## config.mk

```make
export PLATFORM = sky130hd
export DESIGN_NAME = alu_result_queue_flat
export DESIGN_NICKNAME = d
export VERILOG_FILES = /design/src/rtl/alu_result_queue_if.sv /design/src/rtl/alu_result_queue.sv /design/src/flat_wrapper.sv
export SDC_FILE = /design/constraint.sdc
export NUM_CORES = 1
export LEC_CHECK = 0
export BUFFER_PORTS_ARGS = -buffer_cell sky130_fd_sc_hd__clkbuf_2
export CAP_MARGIN = 30
export CORE_MARGIN = 3
export CORE_UTILIZATION = 53
export CTS_BUF_LIST = sky130_fd_sc_hd__clkbuf_8
export CTS_CLUSTER_SIZE = 30
export DETAILED_ROUTE_END_ITERATION = 8
export MAX_ROUTING_LAYER = met4
export PLACE_DENSITY = 0.88
export SLEW_MARGIN = 25
export SYNTH_ARGS = -nofsm -noshare
export SYNTH_HDL_FRONTEND = slang
export SYNTH_SLANG_ARGS = --single-unit
```

## constraint.sdc

```tcl
create_clock -name clk -period 2 [get_ports clk]
set_input_delay 0.4 -clock clk [delete_from_list [all_inputs] [get_ports clk]]
set_output_delay 0.4 -clock clk [all_outputs]
set_load 0.01 [all_outputs]
```

## src/rtl/alu_result_queue_if.sv

```systemverilog
// Handshake bundle between the ALU (EX) and writeback (WB) around the result queue.
// Latency: none. Wires only.
// Backpressure: in_ready/out_ready carry the stall information in each direction.
//
// Signals: in_* is the ALU-side entry with its valid/ready pair.
//          out_* is the head entry offered to writeback with its valid/ready pair.
// Modports: slave  = the queue (consumes in_*, produces out_*)
//           master = the surrounding pipeline / bench (produces in_*, consumes out_*)
interface alu_result_queue_if #(
  parameter int DATA_W = 16,
  parameter int REG_W  = 3
);
  logic              in_valid;
  logic              in_ready;
  logic [DATA_W-1:0] in_result;
  logic              in_zero;
  logic [REG_W-1:0]  in_rd;
  logic              in_wr_en;

  logic              out_valid;
  logic              out_ready;
  logic [DATA_W-1:0] out_result;
  logic              out_zero;
  logic [REG_W-1:0]  out_rd;
  logic              out_wr_en;

  modport slave (
    input  in_valid, in_result, in_zero, in_rd, in_wr_en, out_ready,
    output in_ready, out_valid, out_result, out_zero, out_rd, out_wr_en
  );

  modport master (
    output in_valid, in_result, in_zero, in_rd, in_wr_en, out_ready,
    input  in_ready, out_valid, out_result, out_zero, out_rd, out_wr_en
  );
endinterface

```

## src/rtl/alu_result_queue.sv

```systemverilog
// First-word-fall-through queue of ALU results (result, zero flag, rd, wr_en) between EX and WB.
// Latency: a push into an empty queue is visible on out_* one cycle after the push edge. There is no bypass.
// Backpressure: in_ready = !full from registered count. A pop never frees a slot for a same-cycle push.
//
// Ports: clk, rst_n (async active-low), flush (sync discard of all entries, highest priority)
//        q     : alu_result_queue_if.slave carrying the in_* / out_* handshakes
//        count : occupancy; full / empty decoded from count
//        drop_cnt (only with ALU_RESULT_QUEUE_STATS_EN): saturating count of upstream stall cycles
// Optional feature macro: ALU_RESULT_QUEUE_STATS_EN
module alu_result_queue #(
  parameter int DATA_W = 16,
  parameter int REG_W  = 3,
  parameter int DEPTH  = 4
) (
  input  logic                         clk,
  input  logic                         rst_n,
  input  logic                         flush,
  alu_result_queue_if.slave            q,
  output logic [$clog2(DEPTH+1)-1:0]   count,
  output logic                         full,
  output logic                         empty
`ifdef ALU_RESULT_QUEUE_STATS_EN
  ,
  output logic [7:0]                   drop_cnt
`endif
);

  localparam int PTR_W = $clog2(DEPTH);
  localparam int CNT_W = $clog2(DEPTH+1);

  typedef struct packed {
    logic [DATA_W-1:0] result;
    logic              zero;
    logic [REG_W-1:0]  rd;
    logic              wr_en;
  } entry_t;

  // Occupancy class, decoded from count each cycle.
  typedef enum logic [1:0] {
    OCC_EMPTY,
    OCC_PARTIAL,
    OCC_FULL
  } occ_e;

  logic [PTR_W-1:0] wr_ptr_q, wr_ptr_d;
  logic [PTR_W-1:0] rd_ptr_q, rd_ptr_d;
  logic [CNT_W-1:0] count_q, count_d;
  entry_t           mem_q [DEPTH];
  entry_t           mem_d [DEPTH];

  occ_e   occ;
  logic   push;
  logic   pop;
  entry_t in_entry;
  entry_t head;

  assign full       = (count_q == CNT_W'(DEPTH));
  assign empty      = (count_q == '0);
  assign count      = count_q;
  assign q.in_ready = ~full;
  assign q.out_valid = ~empty;

  assign push = q.in_valid & ~full;
  assign pop  = ~empty & q.out_ready;

  assign in_entry = '{result: q.in_result, zero: q.in_zero, rd: q.in_rd, wr_en: q.in_wr_en};
  assign head     = mem_q[rd_ptr_q];

  // Outputs read as zero while empty so WB never sees stale storage.
  always_comb begin
    q.out_result = '0;
    q.out_zero   = 1'b0;
    q.out_rd     = '0;
    q.out_wr_en  = 1'b0;
    if (!empty) begin
      q.out_result = head.result;
      q.out_zero   = head.zero;
      q.out_rd     = head.rd;
      q.out_wr_en  = head.wr_en;
    end
  end

  always_comb begin
    if (count_q == '0) begin
      occ = OCC_EMPTY;
    end else if (count_q == CNT_W'(DEPTH)) begin
      occ = OCC_FULL;
    end else begin
      occ = OCC_PARTIAL;
    end
  end

  always_comb begin
    wr_ptr_d = wr_ptr_q;
    rd_ptr_d = rd_ptr_q;
    count_d  = count_q;
    mem_d    = mem_q;

    unique case (occ)
      OCC_EMPTY: begin
        if (push) begin
          wr_ptr_d = wr_ptr_q + PTR_W'(1);
          count_d  = count_q + CNT_W'(1);
        end
      end
      OCC_PARTIAL: begin
        if (push) begin
          wr_ptr_d = wr_ptr_q + PTR_W'(1);
        end
        if (pop) begin
          rd_ptr_d = rd_ptr_q + PTR_W'(1);
        end
        if (push && !pop) begin
          count_d = count_q + CNT_W'(1);
        end else if (pop && !push) begin
          count_d = count_q - CNT_W'(1);
        end
      end
      OCC_FULL: begin
        if (pop) begin
          rd_ptr_d = rd_ptr_q + PTR_W'(1);
          count_d  = count_q - CNT_W'(1);
        end
      end
      default: begin
        count_d = '0;
      end
    endcase

    if (push && !flush) begin
      mem_d[wr_ptr_q] = in_entry;
    end

    // Flush wins over any same-cycle push or pop.
    if (flush) begin
      wr_ptr_d = '0;
      rd_ptr_d = '0;
      count_d  = '0;
    end
  end

  always_ff @(posedge clk or negedge rst_n) begin
    if (!rst_n) begin
      wr_ptr_q <= '0;
      rd_ptr_q <= '0;
      count_q  <= '0;
    end else begin
      wr_ptr_q <= wr_ptr_d;
      rd_ptr_q <= rd_ptr_d;
      count_q  <= count_d;
    end
  end

  // Storage is not reset: empty queues mask it at the output.
  always_ff @(posedge clk) begin
    mem_q <= mem_d;
  end

`ifdef ALU_RESULT_QUEUE_STATS_EN
  logic [7:0] drop_cnt_q, drop_cnt_d;

  always_comb begin
    drop_cnt_d = drop_cnt_q;
    if (q.in_valid && full && (drop_cnt_q != 8'hFF)) begin
      drop_cnt_d = drop_cnt_q + 8'd1;
    end
    if (flush) begin
      drop_cnt_d = '0;
    end
  end

  always_ff @(posedge clk or negedge rst_n) begin
    if (!rst_n) begin
      drop_cnt_q <= '0;
    end else begin
      drop_cnt_q <= drop_cnt_d;
    end
  end

  assign drop_cnt = drop_cnt_q;
`endif

endmodule

```

## src/flat_wrapper.sv

```systemverilog
// flat-port wrapper written by rule: the top's interface ports become plain ports
module alu_result_queue_flat 
#(
  parameter int DATA_W = 16,
  parameter int REG_W  = 3,
  parameter int DEPTH  = 4
)
  (clk, rst_n, flush, count, full, empty, q_in_valid, q_in_result, q_in_zero, q_in_rd, q_in_wr_en, q_out_ready, q_in_ready, q_out_valid, q_out_result, q_out_zero, q_out_rd, q_out_wr_en);
  alu_result_queue_if #(.DATA_W(DATA_W), .REG_W(REG_W)) q_i ();
  input  logic clk;
  input  logic rst_n;
  input  logic flush;
  output logic [$clog2(DEPTH+1)-1:0] count;
  output logic full;
  output logic empty;
  input wire logic [$bits(q_i.in_valid)-1:0] q_in_valid;
  input wire logic [$bits(q_i.in_result)-1:0] q_in_result;
  input wire logic [$bits(q_i.in_zero)-1:0] q_in_zero;
  input wire logic [$bits(q_i.in_rd)-1:0] q_in_rd;
  input wire logic [$bits(q_i.in_wr_en)-1:0] q_in_wr_en;
  input wire logic [$bits(q_i.out_ready)-1:0] q_out_ready;
  output wire logic [$bits(q_i.in_ready)-1:0] q_in_ready;
  output wire logic [$bits(q_i.out_valid)-1:0] q_out_valid;
  output wire logic [$bits(q_i.out_result)-1:0] q_out_result;
  output wire logic [$bits(q_i.out_zero)-1:0] q_out_zero;
  output wire logic [$bits(q_i.out_rd)-1:0] q_out_rd;
  output wire logic [$bits(q_i.out_wr_en)-1:0] q_out_wr_en;
  assign q_i.in_valid = q_in_valid;
  assign q_i.in_result = q_in_result;
  assign q_i.in_zero = q_in_zero;
  assign q_i.in_rd = q_in_rd;
  assign q_i.in_wr_en = q_in_wr_en;
  assign q_i.out_ready = q_out_ready;
  assign q_in_ready = q_i.in_ready;
  assign q_out_valid = q_i.out_valid;
  assign q_out_result = q_i.out_result;
  assign q_out_zero = q_i.out_zero;
  assign q_out_rd = q_i.out_rd;
  assign q_out_wr_en = q_i.out_wr_en;
  alu_result_queue #(.DATA_W(DATA_W), .REG_W(REG_W), .DEPTH(DEPTH)) u_core (.clk(clk), .rst_n(rst_n), .flush(flush), .q(q_i), .count(count), .full(full), .empty(empty));
endmodule
```

Word level (Yosys, flattened, before mapping)
Index checks and enable logic that the tools add are counted.

Register bits after elaboration: 91. Bits in latches: 0. RAM bits: 0. Bits in read-only memories: 0. Bits of input ports: 26. Output and inout bits: 28. Word-level logic and storage cells: 80. Memories: 0.

$add $sub $neg: 4. Multipliers: 0. Div/mod/pow operators: 0. Order comparisons: 3. Eq/ne operators: 6. Shifts and indexed selects: 0. Mux-type cells: 24. Bitwise logic cells: 6. Reductions and logical operators: 18.

Operator list (count): bitwise mux 84 bit (1); 2-to-1 mux 21 bit (3); binary-select mux 21 bit (select 2 bit) (1); demux 21 bit (select 2 bit) (1); 2-to-1 mux 3 bit (6); 2-to-1 mux 16 bit (1); 2-to-1 mux 2 bit (8); one-hot mux 3 bit (3 select lines) (1); nonzero test 2 bit (4); >= comparator 3 bit (second input constant) (2); inequality test 3 x 2 -> 1 bit (second input constant) (2); inverter 2 -> 3 bit (2); adder 2 x 1 -> 2 bit (second input constant) (2); logical AND 1 bit (4); inequality test 4 x 2 -> 1 bit (second input constant) (1); AND reduction 2 bit (2); OR reduction 2 bit (2); adder 3 x 1 -> 3 bit (second input constant) (1); equality test 3 bit (second input constant) (1); logical NOT 1 bit (3); logical NOT 3 bit (1); less-than comparator 3 x 1 -> 1 bit (second input constant) (1); AND reduction 3 bit (1); subtractor 3 x 1 -> 3 bit (second input constant) (1); other kinds (6) (9).

Logic depth before layout (Yosys ltp)
Word-level depth: 9. Depth in mapped cells: 10. Depth with buffers taken out: 10.

Worst setup path after synthesis
OpenSTA, ideal clock, no wires.

Kind: reg-to-reg. From: reg u_core.count_q[0], in the netlist u_core.count[0]. To: reg u_core.mem_q[0] (netlist bit) (enable). Setup time: 379 ps. Data arrival time: 1781 ps. Data required time: 1621 ps. Path slack: -161 ps. Stages on the path, launching flop included: 7. Path buffers: 0. Period minus slack after synthesis: 2161 ps. Path through: dfrtp_1 -> inv_1 -> ha_1 -> nand2_1 -> nand2_1 -> nor2_1 -> and2_1.

Cells in the longest elaborated chain, start to end: 4.

RTL lines: from (decl) (RTL line alu_result_queue.sv:47) `logic [CNT_W-1:0] count_q, count_d;`; from (signal assigned) (RTL line alu_result_queue.sv:150) `count_q <= count_d;`; equality test 3 bit (RTL line alu_result_queue.sv:57) `assign full = (count_q == CNT_W'(DEPTH));`; inverter 1 bit; via q_in_ready (RTL line flat_wrapper.sv:22) `output wire logic [$bits(q_i.in_ready)-1:0] q_in_ready;`; AND 1 bit (RTL line alu_result_queue.sv:63) `assign push = q.in_valid & ~full;`; logical AND 1 bit (RTL line alu_result_queue.sv:130) `if (push && !flush) begin`; to (signal assigned) (RTL line alu_result_queue.sv:156) `mem_q <= mem_d;`; to (decl) (RTL line alu_result_queue.sv:48) `entry_t mem_q [DEPTH];`.

The timed path passes the listed nets, and every way through them passes these cells. A chain may end at the register's enable or synchronous reset.

Worst setup path after layout
From: reg u_core.rd_ptr_q[0]. To: out q_out_result[9].

Cells in the longest elaborated chain, start to end: 5.

RTL lines: from (decl) (RTL line alu_result_queue.sv:46) `logic [PTR_W-1:0] rd_ptr_q, rd_ptr_d;`; from (signal assigned) (RTL line alu_result_queue.sv:149) `rd_ptr_q <= rd_ptr_d;`; inverter 2 -> 3 bit (not written as such) (RTL line alu_result_queue.sv:67) `assign head = mem_q[rd_ptr_q];`; binary-select mux 21 bit (select 2 bit) (RTL line alu_result_queue.sv:67); 2-to-1 mux 21 bit (not written as such) (2 in a row) (RTL line alu_result_queue.sv:67); 2-to-1 mux 16 bit (RTL line alu_result_queue.sv:75) `if (!empty) begin`; to (decl) (RTL line flat_wrapper.sv:24) `output wire logic [$bits(q_i.out_result)-1:0] q_out_result;`.

No other way between the ends. The select of a mux whose other input is x is not followed.

==> run_results.csv <==
group,metric,value,unit
outcome,status,"complete, but fails checks",
outcome,failed_checks,"negative setup slack",
synth,syn_area_per_cell,19.3,µm²
sta,worst_pin_slew,0.283,ns
placed_design,io_buffer_count,53,
detailed_routing,vias_per_cell,5.36,
final_layout,stdcell_area,0.00472,mm²
worst_setup_path,end_kind,"output port",
clock_network,cts.sinks,91,
final_layout,finalNetCount,312,
pwr,ir_worst_vdd,0.762,mV
placed_design,place_inst,349,
detailed_routing,drt_iter0_markers,115,
worst_setup_path,start_kind,"flip-flop",
floorplanning,start_util,0.548,
worst_setup_path,crit_path_max_fanout,5,
grt,track_usage,0.192,
floorplanning,rows,30,
floorplanning,die_width,90.0,µm
worst_setup_path,critPathSlowestCell,"mux4_2",
worst_setup_path,crit_family,"multiplexers",
sta,setup_violations,21,
grt,grt_max_degree,25,
worst_setup_path,path_common_cell,"buf_12",
grt,antenna_found_initial,0,
pwr,p_comb_frac,0.405,
worst_setup_path,cp.required,1.60,ns
detailed_routing,routed-via-count,2032,
synth,synth_nets,228,
synth,ys_types,25,
detailed_routing,drc_errors,0,
pwr,switching_power,1.83,mW
floorplanning,design.die.area,0.00811,mm²
clock_network,cts-buffers-inserted,9,
final_layout,final_layout_size_suffix_gt1_frac,0.505,
clock_network,clk_latency,0.36,ns
floorplanning,core,0.00683,mm²
clock_network,cts_tree,"yes",
sta,fin_ws,-0.206,ns
placed_design,gp_congestion,0.796,
placed_design,place_area,0.00425,mm²
synth,synthCells,194,
clock_network,clk_pin_slew_worst_paths,0.09,ns
pwr,p_int,4.38,mW
sta,final.period_utilization,1.10,
sta,relSlewSlack,0.806,
clock_network,cts_buffer_depth,2,
synth,ys_seq_elements,91,
grt,grt-ovfl-total,0,
sta,rsz0062_at_grt,"yes",
worst_setup_path,crit_buf_inv,3,
final_layout,antenna-diode-count,0,
synth,yosys_warnings,0,
pwr,clkPwrFrac,0.219,
worst_hold_path,hp-class,"in2reg",
clock_network,root_buffer,"clkbuf_8",
floorplanning,io_pins,54,
final_layout,area_delta_synth_final,26.2,%
floorplanning,die_h,90.0,µm
placed_design,dp_slack,-0.0502,ns
synth,seq_area_frac_synth,0.721,
grt,grt_pass1_wl,11.2,mm
final_layout,fill_cells,458,
worst_setup_path,critPathKind,"reg2out",
detailed_routing,dr.pass1.iters,4,
synth,synth_area,0.00374,mm²
final_layout,finalNonFillerCells,379,
pwr,power.density,1310,mW/mm²
pwr,leakagePower,1.77,nW
placed_design,dp_hpwl,4.49,mm
clock_network,h-tree-depth,3,
run,cap_violations,0,
sta,finalMaxSlewViolations,0,
detailed_routing,detail_route.wl_per_cell,18.8,µm
worst_setup_path,arrival,1.81,ns
detailed_routing,wl,7.14,mm
sta,period_minus_slack,2.21,ns
pwr,seqPwrFrac,0.376,
worst_setup_path,worstPathCellList,"buf_12, buf_12, mux4_2, and2_4, buf_6",
worst_setup_path,cp_slowest_stage_delay,0.49,ns
sta,finalSetupTns,-3.34,ns
pwr,swShare,0.294,
sta,fin_skew,0.00635,ns
sta,timing.fmax,0.453,GHz
detailed_routing,ant_nets,0,
grt,first_global_vias,2175,
sta,finalHoldViolCount,0,
[worst paths after layout]
check,start,end,slack [ns],cells past startpoint
max in group asynchronous,rst_n,u_core.rd_ptr_q[0],1.38,2
min reg2reg,u_core.wr_ptr_q[1],u_core.wr_ptr_q[1],0.60,2
max,u_core.rd_ptr_q[0],q_out_result[9],-0.21,5
min,q_in_result[12],u_core.mem_q[38],0.25,1
max reg2reg,u_core.count[1],u_core.count[2],0.10,9
min in group asynchronous,rst_n,u_core.wr_ptr_q[1],0.41,2
[metal layers]
metal,GRT usage,share of wire
met3,0.0510,0.049
met5,-,0
met2,0.307,0.54
met4,0.119,0.037
met1,0.215,0.38
[stage by stage]
stage	hold slack (ns)	total power, mW	util
floorplan	0.104	3.62	-
global placement	0.256	4.21	0.622
detailed placement	0.261	4.26	0.622
CTS	0.230	6.02	0.680
global route	0.242	6.52	0.691
finish	0.249	6.20	0.691
[registers in the layout, summed over array words and instances, names as in the netlist]
register,count
u_core.rd_ptr_q,2
u_core.mem_q,84
u_core.wr_ptr_q,2
u_core.count,3
[synthesized netlist by cell type (all sizes together)]
cell type,n,area share
inv,7,0.0070
o21bai,1,0.0020
o21ai,3,0.0040
dfrtp,7,0.047
xor2,3,0.0070
a211oi,1,0.0020
ha,8,0.027
a21oi,2,0.0027
clkbuf,3,0.0030
and2,25,0.042
o211ai,1,0.0020
buf,6,0.018
edfxtp,84,0.67
a21boi,1,0.0030
nand3,2,0.0027
mux4,21,0.13
and3b,1,0.0023
nand2,4,0.0040
nand2b,3,0.0050
nor2,7,0.0070
mux2i,2,0.0053
xnor2,2,0.0047
[area by class of cell]
| class | count | area, µm² | share of cell area |
|---|---|---|---|
| repair buffers | 82 | 653 | 0.138 |
| flip-flops and latches | 91 | 2700 | 0.571 |
| inverters | 7 | 26.3 | 0.00556 |
| clock inverters | 7 | 100 | 0.0212 |
| clock buffers | 9 | 124 | 0.0262 |
| well taps | 96 | 120 | 0.0254 |
| multi-input cells | 87 | 1000 | 0.212 |
[cells by family after synthesis]
kind of cell,count (synthesis),share of synthesized area
AO/OA/AOI/OAI,9,0.0157
buffers and inverters,16,0.0277
AND/OR/NAND/NOR,42,0.0628
adder cells (fa/ha/maj),8,0.0267
XOR/XNOR,5,0.0117
multiplexers,23,0.135
flip-flops,91,0.721
[placed cells by master (no fill, tap or decap), drive strengths merged]
cell          n
dfrtp         7
dlygate4sd3   1
and2         25
nor2          7
bufinv        2
xnor2         2
a21boi        1
inv           8
mux4         21
nand2b        3
a211oi        1
buf          37
o21bai        1
edfxtp       84
ha            8
and3b         1
a21oi         2
o21ai         3
nand2         4
xor2          3
mux2i         2
clkinv        4
o211ai        1
clkbuf       53
nand3         2
[timing repair]
item	4_1_cts	5_1_grt
setup buffers	8	6
setup endpoints to repair	24	26
gates cloned	1	0
hold endpoints to repair	7	0
gates resized for setup	22	26
hold buffers	1	0
pin swaps	14	3
[power by group through the flow]
stage	logic [mW]	clock network (mW)	registers (mW)
after floorplan	1.28	0	2.34
after global routing	2.71	1.46	2.35
after detailed placement	1.89	0	2.37
final	2.51	1.36	2.34
after CTS	2.31	1.39	2.33
after global placement	1.85	0	2.35
(Power assumes the default switching activity.)
